===== src/rtl/ahb_gpio_slave_if.sv =====
// AHB-Lite bus bundle for the GPIO slave: address/control, write data and the slave response.
interface ahb_gpio_slave_if;
    logic        HSELx;
    logic [31:0] HADDR;
    logic [1:0]  HTRANS;
    logic        HWRITE;
    logic [3:0]  HSIZE;
    logic [2:0]  HBURST;
    logic [3:0]  HPROT;
    logic [31:0] HWDATA;
    logic        HREADY;
    logic [31:0] HRDATA;
    logic        HREADYOUT;
    logic [1:0]  HRESP;

    modport master (
        output HSELx, HADDR, HTRANS, HWRITE, HSIZE, HBURST, HPROT, HWDATA, HREADY,
        input  HRDATA, HREADYOUT, HRESP
    );

    modport slave (
        input  HSELx, HADDR, HTRANS, HWRITE, HSIZE, HBURST, HPROT, HWDATA, HREADY,
        output HRDATA, HREADYOUT, HRESP
    );
endinterface


===== src/rtl/ahb_gpio_slave.sv =====
// AHB GPIO slave: DIR/DOUT/DIN/IRQ_STAT registers, zero-wait OKAY, two-cycle ERROR response.
// Optional edge interrupt built only when GPIO_IRQ_EN is defined.
module ahb_gpio_slave #(
    parameter int unsigned GPIO_W    = 16,
    parameter logic [31:0] BASE_ADDR = 32'h2020_0000
) (
    input  logic              HCLK,
    input  logic              HRESET,
    ahb_gpio_slave_if.slave   bus,
    input  logic [GPIO_W-1:0] gpio_in,
    output logic [GPIO_W-1:0] gpio_out,
    output logic [GPIO_W-1:0] gpio_oe,
    output logic              irq
);
    localparam logic [1:0] RESP_OKAY  = 2'b00;
    localparam logic [1:0] RESP_ERROR = 2'b01;

    typedef enum logic [1:0] {ST_OKAY, ST_ERR1, ST_ERR2} state_t;

    state_t            state;
    logic              dp_valid;
    logic              dp_write;
    logic [1:0]        dp_off;
    logic              readyout;
    logic [1:0]        resp;
    logic [GPIO_W-1:0] reg_dir;
    logic [GPIO_W-1:0] reg_dout;
    logic [GPIO_W-1:0] sync1;
    logic [GPIO_W-1:0] sync2;
    logic [GPIO_W-1:0] irq_stat;
    logic [31:0]       rd_val;

    logic addr_ok;
    logic addr_err;
    logic wr_commit;

    assign addr_ok   = bus.HSELx & bus.HREADY & bus.HTRANS[1];
    assign addr_err  = (bus.HSIZE != 4'd2) || (bus.HADDR[1:0] != 2'b00) ||
                       (bus.HADDR[31:4] != BASE_ADDR[31:4]);
    assign wr_commit = dp_valid & dp_write & bus.HREADY;

    // dp_valid only marks legal transfers; errored ones live entirely in the ERR1/ERR2 states.
    always_ff @(posedge HCLK) begin
        if (HRESET) begin
            state    <= ST_OKAY;
            dp_valid <= 1'b0;
            dp_write <= 1'b0;
            dp_off   <= 2'd0;
            readyout <= 1'b1;
            resp     <= RESP_OKAY;
        end else begin
            case (state)
                ST_ERR1: begin
                    state    <= ST_ERR2;
                    readyout <= 1'b1;
                    resp     <= RESP_ERROR;
                end
                default: begin
                    dp_valid <= addr_ok & ~addr_err;
                    dp_write <= bus.HWRITE;
                    dp_off   <= bus.HADDR[3:2];
                    if (addr_ok && addr_err) begin
                        state    <= ST_ERR1;
                        readyout <= 1'b0;
                        resp     <= RESP_ERROR;
                    end else begin
                        state    <= ST_OKAY;
                        readyout <= 1'b1;
                        resp     <= RESP_OKAY;
                    end
                end
            endcase
        end
    end

    always_ff @(posedge HCLK) begin
        if (HRESET) begin
            reg_dir  <= '0;
            reg_dout <= '0;
            sync1    <= '0;
            sync2    <= '0;
        end else begin
            sync1 <= gpio_in;
            sync2 <= sync1;
            if (wr_commit) begin
                case (dp_off)
                    2'd0:    reg_dir  <= bus.HWDATA[GPIO_W-1:0];
                    2'd1:    reg_dout <= bus.HWDATA[GPIO_W-1:0];
                    default: ;
                endcase
            end
        end
    end

`ifdef GPIO_IRQ_EN
    logic [GPIO_W-1:0] sync3;
    logic [GPIO_W-1:0] irq_set;
    logic [GPIO_W-1:0] irq_clr;
    logic [GPIO_W-1:0] irq_next;
    logic              irq_r;

    // Set has priority over a same-cycle W1C so no edge is ever dropped.
    assign irq_set  = sync2 & ~sync3 & ~reg_dir;
    assign irq_clr  = (wr_commit && dp_off == 2'd3) ? bus.HWDATA[GPIO_W-1:0] : '0;
    assign irq_next = (irq_stat & ~irq_clr) | irq_set;

    always_ff @(posedge HCLK) begin
        if (HRESET) begin
            sync3    <= '0;
            irq_stat <= '0;
            irq_r    <= 1'b0;
        end else begin
            sync3    <= sync2;
            irq_stat <= irq_next;
            irq_r    <= |irq_next;
        end
    end

    assign irq = irq_r;
`else
    assign irq_stat = '0;
    assign irq      = 1'b0;
`endif

    always_comb begin
        rd_val = '0;
        case (dp_off)
            2'd0:    rd_val[GPIO_W-1:0] = reg_dir;
            2'd1:    rd_val[GPIO_W-1:0] = reg_dout;
            2'd2:    rd_val[GPIO_W-1:0] = sync2;
            default: rd_val[GPIO_W-1:0] = irq_stat;
        endcase
    end

    // Read data comes straight from the registers, so a write followed by a read needs no stall.
    assign bus.HRDATA    = (dp_valid && !dp_write) ? rd_val : 32'h0;
    assign bus.HREADYOUT = readyout;
    assign bus.HRESP     = resp;
    assign gpio_out      = reg_dout;
    assign gpio_oe       = reg_dir;

    logic unused_ok;
    assign unused_ok = &{1'b0, bus.HBURST, bus.HPROT, bus.HWDATA};
endmodule


===== src/flat_wrapper.sv =====
// flat-port wrapper written by rule: the top's interface ports become plain ports
module ahb_gpio_slave_flat 
#(
    parameter int unsigned GPIO_W    = 16,
    parameter logic [31:0] BASE_ADDR = 32'h2020_0000
)
  (HCLK, HRESET, gpio_in, gpio_out, gpio_oe, irq, bus_HSELx, bus_HADDR, bus_HTRANS, bus_HWRITE, bus_HSIZE, bus_HBURST, bus_HPROT, bus_HWDATA, bus_HREADY, bus_HRDATA, bus_HREADYOUT, bus_HRESP);
  ahb_gpio_slave_if bus_i ();
  input  logic HCLK;
  input  logic HRESET;
  input  logic [GPIO_W-1:0] gpio_in;
  output logic [GPIO_W-1:0] gpio_out;
  output logic [GPIO_W-1:0] gpio_oe;
  output logic irq;
  input wire logic [$bits(bus_i.HSELx)-1:0] bus_HSELx;
  input wire logic [$bits(bus_i.HADDR)-1:0] bus_HADDR;
  input wire logic [$bits(bus_i.HTRANS)-1:0] bus_HTRANS;
  input wire logic [$bits(bus_i.HWRITE)-1:0] bus_HWRITE;
  input wire logic [$bits(bus_i.HSIZE)-1:0] bus_HSIZE;
  input wire logic [$bits(bus_i.HBURST)-1:0] bus_HBURST;
  input wire logic [$bits(bus_i.HPROT)-1:0] bus_HPROT;
  input wire logic [$bits(bus_i.HWDATA)-1:0] bus_HWDATA;
  input wire logic [$bits(bus_i.HREADY)-1:0] bus_HREADY;
  output wire logic [$bits(bus_i.HRDATA)-1:0] bus_HRDATA;
  output wire logic [$bits(bus_i.HREADYOUT)-1:0] bus_HREADYOUT;
  output wire logic [$bits(bus_i.HRESP)-1:0] bus_HRESP;
  assign bus_i.HSELx = bus_HSELx;
  assign bus_i.HADDR = bus_HADDR;
  assign bus_i.HTRANS = bus_HTRANS;
  assign bus_i.HWRITE = bus_HWRITE;
  assign bus_i.HSIZE = bus_HSIZE;
  assign bus_i.HBURST = bus_HBURST;
  assign bus_i.HPROT = bus_HPROT;
  assign bus_i.HWDATA = bus_HWDATA;
  assign bus_i.HREADY = bus_HREADY;
  assign bus_HRDATA = bus_i.HRDATA;
  assign bus_HREADYOUT = bus_i.HREADYOUT;
  assign bus_HRESP = bus_i.HRESP;
  ahb_gpio_slave #(.GPIO_W(GPIO_W), .BASE_ADDR(BASE_ADDR)) u_core (.HCLK(HCLK), .HRESET(HRESET), .bus(bus_i), .gpio_in(gpio_in), .gpio_out(gpio_out), .gpio_oe(gpio_oe), .irq(irq));
endmodule

===== config.mk =====
export PLATFORM = sky130hd
export DESIGN_NAME = ahb_gpio_slave_flat
export DESIGN_NICKNAME = d
export VERILOG_FILES = /design/src/rtl/ahb_gpio_slave_if.sv /design/src/rtl/ahb_gpio_slave.sv /design/src/flat_wrapper.sv
export SDC_FILE = /design/constraint.sdc
export NUM_CORES = 1
export LEC_CHECK = 0
export BUFFER_PORTS_ARGS = -buffer_cell sky130_fd_sc_hd__buf_2
export CORE_UTILIZATION = 45
export CTS_BUF_LIST = sky130_fd_sc_hd__clkbuf_4
export CTS_CLUSTER_DIAMETER = 40
export DETAILED_ROUTE_END_ITERATION = 12
export PLACE_DENSITY = 0.81
export SLEW_MARGIN = 25
export SYNTH_ARGS = -nofsm -noshare
export SYNTH_HDL_FRONTEND = slang
export SYNTH_SLANG_ARGS = --single-unit

===== constraint.sdc =====
create_clock -name HCLK -period 1.73 [get_ports HCLK]
set_input_delay 0.346 -clock HCLK [delete_from_list [all_inputs] [get_ports HCLK]]
set_output_delay 0.346 -clock HCLK [all_outputs]
set_load 0.1 [all_outputs]

==> summary.md, run 1 <==
| Metric | Value |
|---|---|
| Total number of vias | between 2000 and 2500 |
| Worst-path clk slew | 0.11 ns |
| Leak | slightly below 2 nW |
| Sequential fraction of the synthesis area | 49.19% |
| Count of pins over their slew limit | 0 |
| Ys Warns | 0 |
| PortBufs | 123 |
| Layout area overhead | 48.04% |
| Layout cells sized above 1 | 52.63% |
| Most common cell after layout, fill and taps aside | buf_2 |
| Required @ worst endpoint | 1.38 ns |
| Max-slew headroom | 66.11% |
| Max incr delay on CP | 0.39 ns |
| Final hold violation count | 0 |
| Slack of the critical path | -0.3312 ns |
| Starting Density | 46.41% |
| Distinct cells, synth | 25 |
| CTS Buffer Depth | 2 |
| Initial antenna violation count | 0 |
| Area share of fa/ha/maj cells after synthesis | 0% |
| Syn Inst Count | 306 |
| Design area | 0.004338 sq mm |
| Routed Antenna Nets | 0 |
| GPL Wtd Cong | 0.7734 |
| Compound-cell area share of the yosys netlist | 3.757% |
| RSZ-0062 raised after global routing | yes |
| Post-synth EDFFs | 0 |
| Worst path slowest cell | dfxtp_4 |
| Pin count of the biggest net entering global routing | between 40 and 50 |
| Tcrit/Tclk final | 119.1% |
| Average wire per standard cell | approximately 14 um |
| Crit end category | primary output |
| Share of the synthesized area in the top cell type | 49.19% |
| Vias in the first global route | 2175 |
| First-pass GRT wire length | between 10000 and 15000 um |
| Antenna Cells | 0 |
| Dpl cell area | 0.003990 sq mm |
| Worst VDD drop | 0.7433 mV |
| Hold WC Path Type | in -> reg |
| PwrDens | between 700 and 800 mW/mm^2 |
| Core area | 0.006314 sq mm |
| Layout fillers | 487 |
| CP Max Fanout | 8 |
| I/O pin cnt | 166 |
| Commonest non-fill, non-tap cells in the layout | 107 x buf_2, 47 x nor2_1, 39 x mux2i_1, 38 x dfxtp_1 |
| Main combinational cell family by area after synthesis | simple AND/OR/NAND/NOR gates |
| Nets@finish | 530 |
| CTS Hold Bufs | 0 |
| Drt first pass iters | 4 |
| Crit start category | register |
| Register area | 0.001486 sq mm |
| Simple-gate share of the synthesized area | 22.08% |
| CP Data Arrival Time | 1.72 ns |
| DRC Markers | 0 |
| Final WL | 7061 um |
| CTS sink cnt | 72 |
| Post-synthesis async set-or-reset flop share | 0% |
| Min Tclk post-route | 2.061 ns |
| Fmax achieved | 485.2 MHz |
| WS Path Type | reg -> out |
| GRT Util Overall | 21.33% |
| CTS tree | yes |
| Most frequent cell on the critical path | buf_12 |
| Synth Area in XOR/XNOR | 0% |
| Synth area leaders | dfxtp_1 49%, mux2i_1 16%, nor2_1 8.6% |
| Root Buffer | clkbuf_4 |
| Grt total ovfl | 0 |
| Area of the multi-input gates | ~0.0016 sq mm |
| Max-Cap Viols | 0 |
| Largest area contributor in the netlist | dfxtp_1 |
| Reg2Reg Setup Slack | 0.18 ns |
| Die X | 82.70 um |
| H-tree levels | 3 |
| Ys flop type | dfxtp_1 |
| Vias per cell | 4.696 |
| Worst slew pin tran | 0.5118 ns |
| Clock Skew | 0.01588 ns |
| Crit-path cells | buf_12 > mux2i_2 > nor2_1 > a21oi_2 > nor2_4 > buf_12 |
| 1st-iter DRT viols | 67 |
| Multiplexer share of the synthesized area | 16.40% |
| Mean area per synthesized cell | roughly 9.6 sq um |
| Status | finished with violations |
| Violated checks | setup timing |
| Mapped cell area | 0.002930 sq mm |
| Overall power | 3.290 mW |
| Placement Rows | 29 |
| DIE HEIGHT | 82.70 um |
| Seq cells post-synth | 72 |
| Final setup viols | 16 |
| Latest clock arrival within the worst-skew pair | 0.43 ns |
| DP HPWL | 5154 um |
| Total CTS buffers | 9 |
| Die area | 0.006838 sq mm |
## report_power, final
| group | total (mW) | internal (mW) | leakage, nW | switching (mW) |
|---|---|---|---|---|
| Sequential | 1.72 | 1.70 | 0.605 | 0.0181 |
| Combinational | 0.421 | 0.131 | 1.23 | 0.290 |
| Clock | 1.15 | 0.574 | 0.0847 | 0.580 |
| Total | 3.29 | 2.40 | 1.92 | 0.888 |
## cell families after synthesis
family | Yosys count
flops | 72
buf+inv | 36
other cells | 1
simple gates | 128
compound gates | 21
mux | 48
## cell usage after synthesis, types with 2 or more instances
| cell | instances |
|---|---|
| dfxtp_1 | 72 |
| nor2_1 | 67 |
| mux2i_1 | 48 |
| nor2b_1 | 34 |
| buf_4 | 21 |
| a21oi_1 | 19 |
| clkbuf_1 | 10 |
| nand2_1 | 8 |
| nor4_1 | 5 |
| nor4b_1 | 3 |
| buf_2 | 2 |
| buf_6 | 2 |
| nand2b_1 | 2 |
| nor3_1 | 2 |
## layer usage
| layer | vias up | share of wire, % | global-route usage (%) |
|---|---|---|---|
| met2 | 65 | 52 | 36.80 |
| met1 | 1102 | 40 | 24.06 |
| met3 | 15 | 4.7 | 6.154 |
| li1 | 1232 | - | - |
| met5 | - | 0 | 0 |
| met4 | 0 | 2.5 | 10.00 |
## layout make-up
| type | count | share of cell area, % |
|---|---|---|
| clock buffers | 9 | 1.558 |
| clock inverters | 7 | 1.990 |
| multi-input cells | 215 | 36.63 |
| flip-flops and latches | 72 | 34.27 |
| well taps | 77 | 2.221 |
| repair buffers | 134 | 23.33 |
## path summary, 6_finish.rpt
kind / start / to / cells past startpoint
worst min-delay path: gpio_in[5] / u_core.sync1[5] / 2
worst max-delay path: u_core.dp_off[0] / bus_HRDATA[3] / 6
worst max register to register: u_core.dp_off[0] / u_core.gpio_oe[2] / 6
worst min register to register: u_core.sync1[8] / u_core.sync2[8] / 1
## stage by stage
step,setup slack [ns],utilization (%),cells,hold slack (ns),setup TNS [ns]
4_1_cts,-0.3288,67.78,514,0.1098,-4.954
3_3_place_gp,0.07823,63.20,496,0.4183,0
3_5_place_dp,0.05932,63.20,496,0.4220,0
5_1_grt,-0.3875,68.71,514,0.09859,-5.843
6_report,-0.3312,68.71,514,0.1207,-4.705
2_1_floorplan,-0.3815,-,323,0.4138,-5.103
## registers in the layout, summed over array words and instances, names as in the netlist
register / count
u_core.gpio_out: 16
u_core.gpio_oe: 16
u_core.dp_write: 1
u_core.dp_off: 2
u_core.sync2: 16
u_core.dp_valid: 1
u_core.bus.HRESP: 1
u_core.state: 2
u_core.sync1: 16
u_core.bus.HREADYOUT: 1
## worst max-delay path: cells and delay by family (launching register included)
kind                   cells  cell delay [ns]
buffers and inverters      2             0.32
multiplexers               1             0.27
flip-flops                 1             0.39
AO/OA/AOI/OAI              1             0.15
AND/OR/NAND/NOR            2             0.15
## what timing repair did
action	CTS	global route
gates resized for setup	31	12
gates cloned	1	0
setup buffers	1	0
pin swaps	0	1
endpoints found under the setup margin	16	16
No activity file was read; power rests on OpenSTA's default activity.
==> inputs of run 2 (changes only) <==
--- a/config.mk
+++ b/config.mk
@@ -6,11 +6,11 @@
 export NUM_CORES = 1
 export LEC_CHECK = 0
 export BUFFER_PORTS_ARGS = -buffer_cell sky130_fd_sc_hd__buf_2
-export CORE_UTILIZATION = 45
+export CORE_UTILIZATION = 40
 export CTS_BUF_LIST = sky130_fd_sc_hd__clkbuf_4
 export CTS_CLUSTER_DIAMETER = 40
 export DETAILED_ROUTE_END_ITERATION = 12
-export PLACE_DENSITY = 0.81
+export PLACE_DENSITY = 0.74
 export SLEW_MARGIN = 25
 export SYNTH_ARGS = -nofsm -noshare
 export SYNTH_HDL_FRONTEND = slang
==> run 2 against run 1 <==
  * The run still ends with setup timing left
  * Combinational power grew 3%
  * Register-to-register slack lost 0.02 ns
  * Maximum frequency grew 1.6%
  * Wire length grew 3.9%
  * Final area grew 0.95%
  * Final cell count grew 4.1%
  * Global-route usage shrank 2.0 points
  * Hold slack gained 0.031 ns
  * Total power shrank 9.2%
  * Critical path type unchanged
  * Critical endpoint is now bus_HRDATA[7]
==> summary.md, run 2 (same netlist as run 1, synthesis figures left out) <==
| Metric | Value |
|---|---|
| Status | finished with violations |
| Violated checks | setup timing |
| Reg2Reg Capture Point | u_core.gpio_oe[15] |
| Most common cell after layout, fill and taps aside | buf_2 |
| GRT Util Overall | 19.35% (-2.0 points) |
| Area of the multi-input gates | 0.001644 sq mm (+3.5%) |
| Post-layout util | 63.06% (-5.6 points) |
| Fmax achieved | 493.1 MHz (+1.6%) |
| Sum of negative setup slack | -4.258 ns (+0.4472 ns) |
| Top Usage Layer GRT | met2 |
| First-pass GRT wire length | 11200 um (+6.8%) |
| RSZ-0062 raised after global routing | yes |
| Antenna Cells | 0 (unchanged) |
| CP bufs+invs | 2 (unchanged) |
| Slack of the critical path | -0.2981 ns (+0.03311 ns) |
| GR Util met3 | 3.770% (-2.4 points) |
| CP Data Arrival Time | 1.68 ns (-0.04 ns) |
| Register area | 0.001485 sq mm (about the same) |
| Vias per cell | 4.585 (-2.4%) |
| Core area | 0.006944 sq mm (+10%) |
| Crit start category | register |
| Drt first pass iters | 4 (unchanged) |
| WS Path Type | reg -> out |
| Dpl cells | 515 (+3.8%) |
| Hold WC Path Type | in -> reg |
| PwrDens | 682.2 mW/mm^2 (-10%) |
| Routed Antenna Nets | 0 (unchanged) |
| Worst path slowest cell | dfxtp_4 |
| H-tree levels | 3 (unchanged) |
| Required @ worst endpoint | 1.38 ns (about the same) |
| CTS sink cnt | 72 (unchanged) |
| Crit path max-delay family | flip-flops |
| Crit-path cells | buf_12 > mux2i_4 > nor2_4 > a21oi_4 > nor2_4 > buf_12 |
| Hold endpoint | u_core.sync1[12] |
| Hold depth | 2 (unchanged) |
| Worst VDD drop | 0.5309 mV (-29%) |
| Reg2Reg Setup Slack | 0.16 ns (-0.02 ns) |
| CP Max Fanout | 7 (-1) |
| GPL Wtd Cong | 0.7986 (+3.3%) |
| Layout fillers | 591 (+21%) |
| Clock Skew | 0.01407 ns (-0.001816 ns) |
| Min-Delay Startpoint | gpio_in[12] |
| PortBufs | 123 (unchanged) |
| Tcrit/Tclk final | 117.2% (-1.9 points) |
| Total number of vias | 2453 (+1.6%) |
| Finished Layout Cells | 535 (+4.1%) |
| Leak | 1.907 nW (-0.73%) |
| DP HPWL | 5189 um (+0.68%) |
| Final WL | 7334 um (+3.9%) |
| CTS Hold Bufs | 0 (unchanged) |
| Pin count of the biggest net entering global routing | 70 (+71%) |
| Count of pins over their slew limit | 0 (unchanged) |
| Worst-path clk slew | 0.11 ns (about the same) |
| Reg2Reg Depth | 6 (unchanged) |
| Nets@finish | 532 (+0.38%) |
| Total CTS buffers | 9 (unchanged) |
| Vias in the first global route | 2355 (+8.3%) |
| I/O pin cnt | 166 (unchanged) |
| Layout area overhead | 49.44% |
| R2r startpoint | u_core.dp_off[0] |
| Die X | 87.59 um (+5.9%) |
| Average wire per standard cell | 13.71 um (-0.21%) |
| Min Tclk post-route | 2.028 ns (-0.03311 ns) |
| Commonest non-fill, non-tap cells in the layout | 107 x buf_2, 42 x nor2_1, 39 x dfxtp_1, 38 x mux2i_1, 33 x nor2b_1 |
| Final hold violation count | 0 (unchanged) |
| Final setup viols | 16 (unchanged) |
| Placement Rows | 30 (+3.4%) |
| Initial antenna violation count | 0 (unchanged) |
| Max-Cap Viols | 0 (unchanged) |
| DIE HEIGHT | 87.59 um (+5.9%) |
| Starting Density | 42.20% (-4.2 points) |
| Root Buffer | clkbuf_4 |
| 1st-iter DRT viols | 68 (+1.5%) |
| Latest clock arrival within the worst-skew pair | 0.39 ns (-0.04 ns) |
| M1 GR Usage | 22.03% (-2.0 points) |
| Max incr delay on CP | 0.40 ns (about the same) |
| DRC Markers | 0 (unchanged) |
| Overall power | 2.987 mW (-9.2%) |
| Met2 Usage GRT | 35.23% (-1.6 points) |
| CTS tree | yes |
| Worst Hold Slack | 0.1520 ns (+0.03129 ns) |
| Crit end category | primary output |
| Grt total ovfl | 0 (unchanged) |
| Die area | 0.007672 sq mm (+12%) |
| CTS Buffer Depth | 2 (unchanged) |
| Layout cells sized above 1 | 53.76% (+1.1 points) |
run 2: routing by layer:
layer | up-vias | part of all wire [%] | wire length [um]
met5 | - | 0 | 0
met2 | 69 | 54 | 3991
met1 | 1137 | 40 | 2941
met4 | 0 | 1.8 | 130
met3 | 10 | 3.7 | 270
li1 | 1237 | - | -
run 2: through the flow:
stage	cell area [sq um]	setup slack, ns
after floorplan	3169	-0.3815
after global placement	4001	0.05204
after detailed placement	4001	0.009276
after CTS	4268	-0.3287
after global routing	4379	-0.4055
final	4379	-0.2981
run 2: power breakdown:
part	total (mW)	internal, mW	switching, mW
combinational	0.432	0.137	0.295
clock	0.842	0.312	0.530
sequential	1.71	1.70	0.0172
run 2: timing repair:
action | CTS | global route
buffers inserted | 3 | 0
setup endpoints to repair | 16 | 16
gates resized for setup | 27 | 28
cloned | 2 | 1
pin swaps | 0 | 3
run 2: how the worst max path moves through the flow:
stage | startpoint | end | depth (start not counted)
final | u_core.dp_off[0] | bus_HRDATA[7] | 6
after global routing | u_core.dp_off[0] | bus_HRDATA[5] | 6
after CTS | u_core.dp_off[0] | bus_HRDATA[3] | 6
after detailed placement | u_core.dp_off[0] | bus_HRDATA[3] | 6
after global placement | u_core.dp_off[0] | bus_HRDATA[9] | 6
after floorplan | u_core.dp_off[0] | bus_HRDATA[10] | 5
run 2: final cells by class:
cell class / count / share of cell area [%]
Multi-Input combinational cell: 215 / 37.54
Sequential cell: 72 / 33.91
Timing Repair Buffer: 136 / 23.37
Tap cell: 96 / 2.743
Clock buffer: 11 / 1.886
Clock inverter: 5 / 0.5429
